### src/rtl/lr35902_dbg_bpctl.sv
// PC breakpoint controller for the LR35902 debug unit: nibble-programmed
// breakpoint bank with ignore counts, registered halt request and resume-skip.
module lr35902_dbg_bpctl #(
    parameter  int NUM_BP = 4,
    parameter  int CNT_W  = 4,
    localparam int IDX_W  = (NUM_BP > 1) ? $clog2(NUM_BP) : 1
) (
    input  logic             cpu_clk,
    input  logic             reset,
    input  logic [15:0]      pc,
    input  logic             fetch,
    input  logic             step,
    input  logic             cfg_we,
    input  logic [IDX_W-1:0] cfg_bp,
    input  logic [1:0]       cfg_field,
    input  logic [3:0]       cfg_nib,
    input  logic             resume,
    output logic             halt_req,
    output logic [IDX_W-1:0] hit_id
);

    typedef enum logic [1:0] {
        ARMED = 2'd0,
        HIT   = 2'd1,
        SKIP  = 2'd2
    } state_t;

    state_t           state_q, state_d;
    logic [15:0]      addr_q [NUM_BP];
    logic [15:0]      addr_d [NUM_BP];
    logic             en_q   [NUM_BP];
    logic             en_d   [NUM_BP];
    logic [CNT_W-1:0] cnt_q  [NUM_BP];
    logic [CNT_W-1:0] cnt_d  [NUM_BP];
    logic [15:0]      skip_pc_q, skip_pc_d;
    logic             halt_req_q, halt_req_d;
    logic [IDX_W-1:0] hit_id_q, hit_id_d;

    logic [NUM_BP-1:0] match;
    logic              any_match;
    logic [IDX_W-1:0]  win;
    logic              eval;

    always_comb begin
        state_d    = state_q;
        skip_pc_d  = skip_pc_q;
        halt_req_d = halt_req_q;
        hit_id_d   = hit_id_q;
        for (int i = 0; i < NUM_BP; i++) begin
            addr_d[i] = addr_q[i];
            en_d[i]   = en_q[i];
            cnt_d[i]  = cnt_q[i];
        end

        match = '0;
        for (int i = 0; i < NUM_BP; i++)
            match[i] = fetch & ~step & en_q[i] & (pc == addr_q[i]);
        any_match = |match;

        // Descending scan so the lowest matching index is the one left in win.
        win = '0;
        for (int i = NUM_BP - 1; i >= 0; i--)
            if (match[i]) win = IDX_W'(i);

        eval = (state_q == ARMED) ||
               ((state_q == SKIP) && fetch && (pc != skip_pc_q));

        if (state_q == HIT) begin
            if (resume) begin
                state_d    = SKIP;
                halt_req_d = 1'b0;
            end
        end else if (eval) begin
            state_d = ARMED;
            if (any_match) begin
                if (cnt_q[win] != '0) begin
                    cnt_d[win] = cnt_q[win] - CNT_W'(1);
                end else begin
                    state_d    = HIT;
                    halt_req_d = 1'b1;
                    hit_id_d   = win;
                    skip_pc_d  = pc;
                end
            end
        end

        // Applied last so a same-cycle count write overrides the decrement.
        if (cfg_we && (32'(cfg_bp) < NUM_BP)) begin
            case (cfg_field)
                2'd0:    addr_d[cfg_bp] = {cfg_nib, addr_q[cfg_bp][15:4]};
                2'd1:    en_d[cfg_bp]   = cfg_nib[0];
                2'd2:    cnt_d[cfg_bp]  = cfg_nib[CNT_W-1:0];
                default: ;
            endcase
        end
    end

    always_ff @(posedge cpu_clk) begin
        if (reset) begin
            state_q    <= ARMED;
            skip_pc_q  <= '0;
            halt_req_q <= 1'b0;
            hit_id_q   <= '0;
            for (int i = 0; i < NUM_BP; i++) begin
                addr_q[i] <= 16'hFFFF;
                en_q[i]   <= 1'b0;
                cnt_q[i]  <= '0;
            end
        end else begin
            state_q    <= state_d;
            skip_pc_q  <= skip_pc_d;
            halt_req_q <= halt_req_d;
            hit_id_q   <= hit_id_d;
            for (int i = 0; i < NUM_BP; i++) begin
                addr_q[i] <= addr_d[i];
                en_q[i]   <= en_d[i];
                cnt_q[i]  <= cnt_d[i];
            end
        end
    end

    assign halt_req = halt_req_q;
    assign hit_id   = hit_id_q;

endmodule

### config.mk
export PLATFORM = sky130hd
export DESIGN_NAME = lr35902_dbg_bpctl
export DESIGN_NICKNAME = d
export VERILOG_FILES = /design/src/rtl/lr35902_dbg_bpctl.sv
export SDC_FILE = /design/constraint.sdc
export NUM_CORES = 1
export LEC_CHECK = 0
export CAP_MARGIN = 20
export CORE_ASPECT_RATIO = 1.5
export CORE_MARGIN = 2
export CORE_UTILIZATION = 38
export DETAILED_ROUTE_END_ITERATION = 16
export HOLD_SLACK_MARGIN = 0.08
export RECOVER_POWER = 25
export SYNTH_ARGS = -nofsm -noshare
export SYNTH_HDL_FRONTEND = slang
export SYNTH_SLANG_ARGS = --single-unit
### constraint.sdc
create_clock -name cpu_clk -period 7.9 [get_ports cpu_clk]
set_input_delay 1.58 -clock cpu_clk [delete_from_list [all_inputs] [get_ports cpu_clk]]
set_output_delay 1.58 -clock cpu_clk [all_outputs]
set_load 0.02 [all_outputs]
# After elaboration in Yosys (flattened, before gate mapping)
# Memory sizes are Yosys's and may differ from the RTL's.
# Index checks and enable logic that the tools add are counted.
[op_classes]
n_reduce_logical = 14
eq_ne = 11
add_sub_neg = 1
bitwise = 26
mux = 51
order_cmp = 4
[op_table]
columns = ["cell", "count"]
rows = [
  ["$mux W16", 11],
  ["$mux W64", 2],
  ["$bwmux W64", 1],
  ["$eq A16 B16 Y1", 4],
  ["$bwmux W16", 2],
  ["$demux W16 S2", 1],
  ["$mux W4", 8],
  ["$demux W4 S2", 2],
  ["$ne A16 B16 Y1", 1],
  ["$mux W1", 15],
  ["$mux W2", 7],
  ["$or A1 B1 Y1", 12],
  ["$and A1 B1 Y1", 9],
  ["$reduce_and A4 Y1", 2],
  ["$ge A3 B3 Y1 const B", 2],
  ["$lt A3 B1 Y1 const B", 2],
  ["$not A2 Y3", 2],
  ["$bwmux W4", 1],
  ["$eq A2 B1 Y1 const B", 2],
  ["$eq A2 B2 Y1 const B", 2],
  ["$logic_and A1 B1 Y1", 4],
  ["$logic_not A2 Y1", 2],
  ["$ne A2 B2 Y1 const B", 2],
  ["$reduce_bool A2 Y1", 2],
  ["7 further kinds", 9],
]
[word_totals]
n_memories = 3
mem_bits_rw = 84
elab_cells = 114
in_bits = 30
out_inout_bits = 3
ff_bits = 21
[memory_table]
columns = ["memory", "depth", "word_bits", "read_ports", "rd_clocked_by_memory_dff", "write_ports", "line", "text"]
rows = [
  ["addr_q", 4, 16, 5, 0, 4, "29", "logic [15:0] addr_q [NUM_BP];"],
  ["cnt_q", 4, 4, 5, 0, 4, "33", "logic [CNT_W-1:0] cnt_q [NUM_BP];"],
  ["en_q", 4, 1, 4, 0, 4, "31", "logic en_q [NUM_BP];"],
]

# Depth between registers and ports, before layout
[depth]
depth_word = 22
ltp_mapped = 15
depth_no_buf = 12

# Worst setup path after synthesis
# OpenSTA, ideal clock, no wires.
[synth_timing]
path_type = "in2reg"
from = "input pc[0]"
to = "register hit_id_q[1] (netlist: hit_id[1])"
t_arrival_ns = 4.318
path_stages = 15
setup_ns = 0.128
n_path_buf = 3
path_slack_ns = 3.454
required_time_ns = 7.772
cell_sequence = "buf_2 > xnor2_2 > nand4_1 > or4b_4 > nor3_1 > nor4bb_1 > a22oi_1 > and3_1 > buf_6 > ha_1 > o211ai_2 > nor3_2 > buf_4 > mux2i_1 > nor2_1"
[synth_via]
elab_chain_cells = 10
[synth_lines]
columns = ["element", "line", "text"]
rows = [
  ["start, declared", "10", "input logic [15:0] pc,"],
  ["$eq A16 B16 Y1", "57", "match[i] = fetch & ~step & en_q[i] & (pc == addr_q[i]);"],
  ["$and A1 B1 Y1", "57", ""],
  ["$mux W2 (4 in a row)", "63", "if (match[i]) win = IDX_W'(i);"],
  ["$mem_v2 Z4 W4", "n/a", ""],
  ["$reduce_bool A4 Y1", "76", "if (cnt_q[win] != '0) begin"],
  ["$not A1 Y1 (no source line)", "n/a", ""],
  ["$reduce_and A4 Y1 (no source line)", "n/a", ""],
  ["end signal, assigned", "113", "hit_id_q <= hit_id_d;"],
  ["end, declared", "37", "logic [IDX_W-1:0] hit_id_q, hit_id_d;"],
]
# Several ways; a longest one is shown, not always the timed one.
# A chain may end at the register's enable or synchronous reset.

# Worst setup path after layout
[layout_timing]
from = "input pc[14]"
to = "register skip_pc_q[8]"
[layout_via]
elab_chain_cells = 10
[layout_lines]
columns = ["element", "line", "text"]
rows = [
  ["$eq A16 B16 Y1", "57", ""],
  ["$and A1 B1 Y1", "57", ""],
  ["$mux W2 (4 in a row)", "63", ""],
  ["$mem_v2 Z4 W4", "n/a", ""],
  ["$reduce_bool A4 Y1", "76", ""],
  ["$not A1 Y1 (no source line)", "n/a", ""],
  ["$reduce_and A4 Y1 (no source line) (*)", "n/a", ""],
  ["end signal, assigned", "111", "skip_pc_q <= skip_pc_d;"],
  ["end, declared", "35", "logic [15:0] skip_pc_q, skip_pc_d;"],
]
# Every way passes the cells marked *; elsewhere a longest branch is shown, timed or not.

==> results.sh <==
export IMPL_status="finished with violations"
export IMPL_failed_checks="capacitance limit, slew limit"
export IMPL_dieArea_um2=16870
export IMPL_fmaxAchievable_ghz=0.1808
export IMPL_tightest_slew_ns=1.635
export IMPL_required_ns=8.13
export IMPL_cts_hold_buffers_added=0
export IMPL_final_util=0.4322
export IMPL_nets=670
export IMPL_drc_errors=0
export IMPL_cp_startpoint="pc[14]"
export IMPL_synth_distinct_cells=58
export IMPL_path_class="in -> reg"
export IMPL_setup_slack_ns=2.369
export IMPL_setup_violations=0
export IMPL_worst_skew_pair_late_latency_ns=0.35
export IMPL_place_congestion=0.9713
export IMPL_cp_start_kind="primary input"
export IMPL_cts_tree="done"
export IMPL_cts_setup_buffers=0
export IMPL_die_w_um=106.7
export IMPL_regArea_um2=2102
export IMPL_root_buffer="clkbuf_16"
export IMPL_worst_path_buf_inv=3
export IMPL_design_core_area_um2=15550
export IMPL_rsz0062_at_grt="no"
export IMPL_grt_pass1_vias=4929
export IMPL_hp_class="reg -> reg"
export IMPL_cp_max_fo=16
export IMPL_cts_resized=0
export IMPL_grt_max_degree=108
export IMPL_ant_nets=0
export IMPL_grt_pass1_wl_um=27280
export IMPL_hp_start="cnt_q[1][2]"
export IMPL_drive_above_1_share=0.09472
export IMPL_yosysTopAreaCell="dfxtp_1"
export IMPL_layout_commonest_cell="dfxtp_1"
export IMPL_relSlewSlack=-0.09023
export IMPL_area_growth_pct=11.80
export IMPL_worst_path_dominant_cell_family="simple AND/OR/NAND/NOR gates"
export IMPL_cts_clk_slew_worst_paths_ns=0.07
export IMPL_layout_common_cells="dfxtp_1, nor2b_1, a211o_1"
export IMPL_fin_crit_ns=5.531
export IMPL_r2r_start="addr_q[0][2]"
export IMPL_synth_seq_cells=105
export IMPL_tns_ns=0
export IMPL_wl_per_cell_um=20.92
export IMPL_dp_hpwl_um=13310
export IMPL_fillers=1563
export IMPL_drv_slew=66
export IMPL_cp_num_cells=15
export IMPL_initial_core_util=0.3866
export IMPL_gr_total_overflow=0
export IMPL_stdcell_area_um2=6723
export IMPL_synthesis_area_um2=6013
export IMPL_worstRegToRegCells=14
export IMPL_ys_warn_count=0
export IMPL_synth_top_area_frac=0.3496
export IMPL_place_area_um2=6402
export IMPL_holdPathStages=2
export IMPL_syn_inst=640
export IMPL_crit_arrival_ns=5.77
export IMPL_portBuffers=32
export IMPL_crit_path_end_kind="flop"
export IMPL_routed_wl_um=17720
export IMPL_irDropWorstVdd_mv=0.1037
export IMPL_cts_buffers=9
export IMPL_maxCapViolCount=2
export IMPL_slowest_delay_ns=0.62
export IMPL_die_h_um=158.1
export IMPL_grt_util_all_layers=0.2142
export IMPL_power_density_nw_per_um2=168.6
export IMPL_multi_input_comb_area_um2=3656
export IMPL_pre_cts_ws_ns=1.647
export IMPL_final_hold_violation_count=0
export IMPL_path_cells="clkdlybuf4s50_1 > xnor2_1 > nand4_1 > or4b_4 > nor3_1 > nor4bb_1 > a22oi_1 > and3_1 > ha_1 > o211ai_2 > buf_4 > nor3_4 > buf_8 > mux2i_1 > nor2_1"
export IMPL_io_pins=33
export IMPL_vias=4874
export IMPL_dr_pass1_iters=5
export IMPL_clockBufferDepth=2
export IMPL_synthArstFlopShare=0
export IMPL_synth_edff_count=0
export IMPL_antenna_found_initial=0
export IMPL_fin_crit_sh=0.7001
export IMPL_ys_top_cells_by_area="dfxtp_1, a211o_1, xor2_1"
export IMPL_syn_nets=671
export IMPL_first_iter_violations=261
export IMPL_seq_area_frac_synth=0.3496
export IMPL_synth_avg_cell_area_um2=9.396
export IMPL_synthFlopType="dfxtp_1"
export IMPL_antenna_cells=0
export IMPL_clock_sinks=105
export IMPL_power_leakage_nw=2.133
export IMPL_crit_slowest_cell="clkdlybuf4s50_1"
export IMPL_ctsHtreeMaxLevel=3
export IMPL_fin_worst_skew_ns=0.01029
export IMPL_via_per_inst=5.754
export IMPL_row_count=56
## synth_stat cells (all sizes together), types with 10 or more instances
master	instances
a21oi	11
xor2	53
clkbuf	28
nor2b	68
nor4	19
nor2	43
o211ai	11
a211o	64
buf	26
dfxtp	105
mux2i	23
nor3	18
xnor2	29
nand3	10
mux4	12
nand2	33
## metrics by stage
step,power [mW],std cells,hold WS (ns)
3_5_place_dp,0.6830,829,0.4823
6_report,1.133,847,0.4854
4_1_cts,1.144,845,0.4915
3_3_place_gp,0.6815,829,0.4703
2_1_floorplan,0.6414,640,0.4553
5_1_grt,1.175,847,0.5223
## worst min-delay path: stages (launching register included)
cell and delay [ns]:
dfxtp_1 0.31, nand2_1 0.05, a311oi_1 0.07
## logic make-up (layout without fill, tap and decap cells)
| family | after synthesis | after routing | synth area share |
|---|---|---|---|
| AO/OA/AOI/OAI | 125 | 125 | 0.1742 |
| XOR/XNOR | 82 | 82 | 0.1207 |
| adder cells (fa/ha/maj) | 1 | 1 | 0.002080 |
| buffers and inverters | 56 | 60 | 0.04474 |
| flip-flops | 105 | 105 | 0.3496 |
| multiplexers | 35 | 35 | 0.08323 |
| AND/OR/NAND/NOR | 236 | 236 | 0.2255 |
## sequential cells by signal, indices dropped and copies added (netlist names)
| name | flops |
|---|---|
| addr_q | 64 |
| cnt_q | 16 |
| skip_pc_q | 16 |
| en_q | 4 |
| hit_id | 2 |
| state_q | 2 |
| halt_req | 1 |
## per-layer routing
metal | GRT usage | part of all wire
met5 | 0 | 0
met4 | 0.1138 | 0.048
met3 | 0.03705 | 0.031
met2 | 0.4013 | 0.54
met1 | 0.2258 | 0.38
## cell type report
cell class | count | area share
flip-flops and latches | 105 | 0.3127
multi-input cells | 479 | 0.5438
inverters | 2 | 0.001117
clock buffers | 10 | 0.03406
clock inverters | 6 | 0.01079
well taps | 203 | 0.03778
repair buffers | 42 | 0.05974
## power breakdown
| group | total (mW) | internal, mW | switching, mW |
|---|---|---|---|
| sequential | 0.546 | 0.538 | 0.00833 |
| clock | 0.461 | 0.250 | 0.211 |
| combinational | 0.126 | 0.0509 | 0.0755 |
## final timing paths
kind | to | slack, ns
worst min register to register | cnt_q[1][2] | 0.49
worst max-delay path | skip_pc_q[8] | 2.37
worst min-delay path | cnt_q[1][2] | 0.49
worst max register to register | skip_pc_q[8] | 3.98
Power figures use the tool's default switching activity.
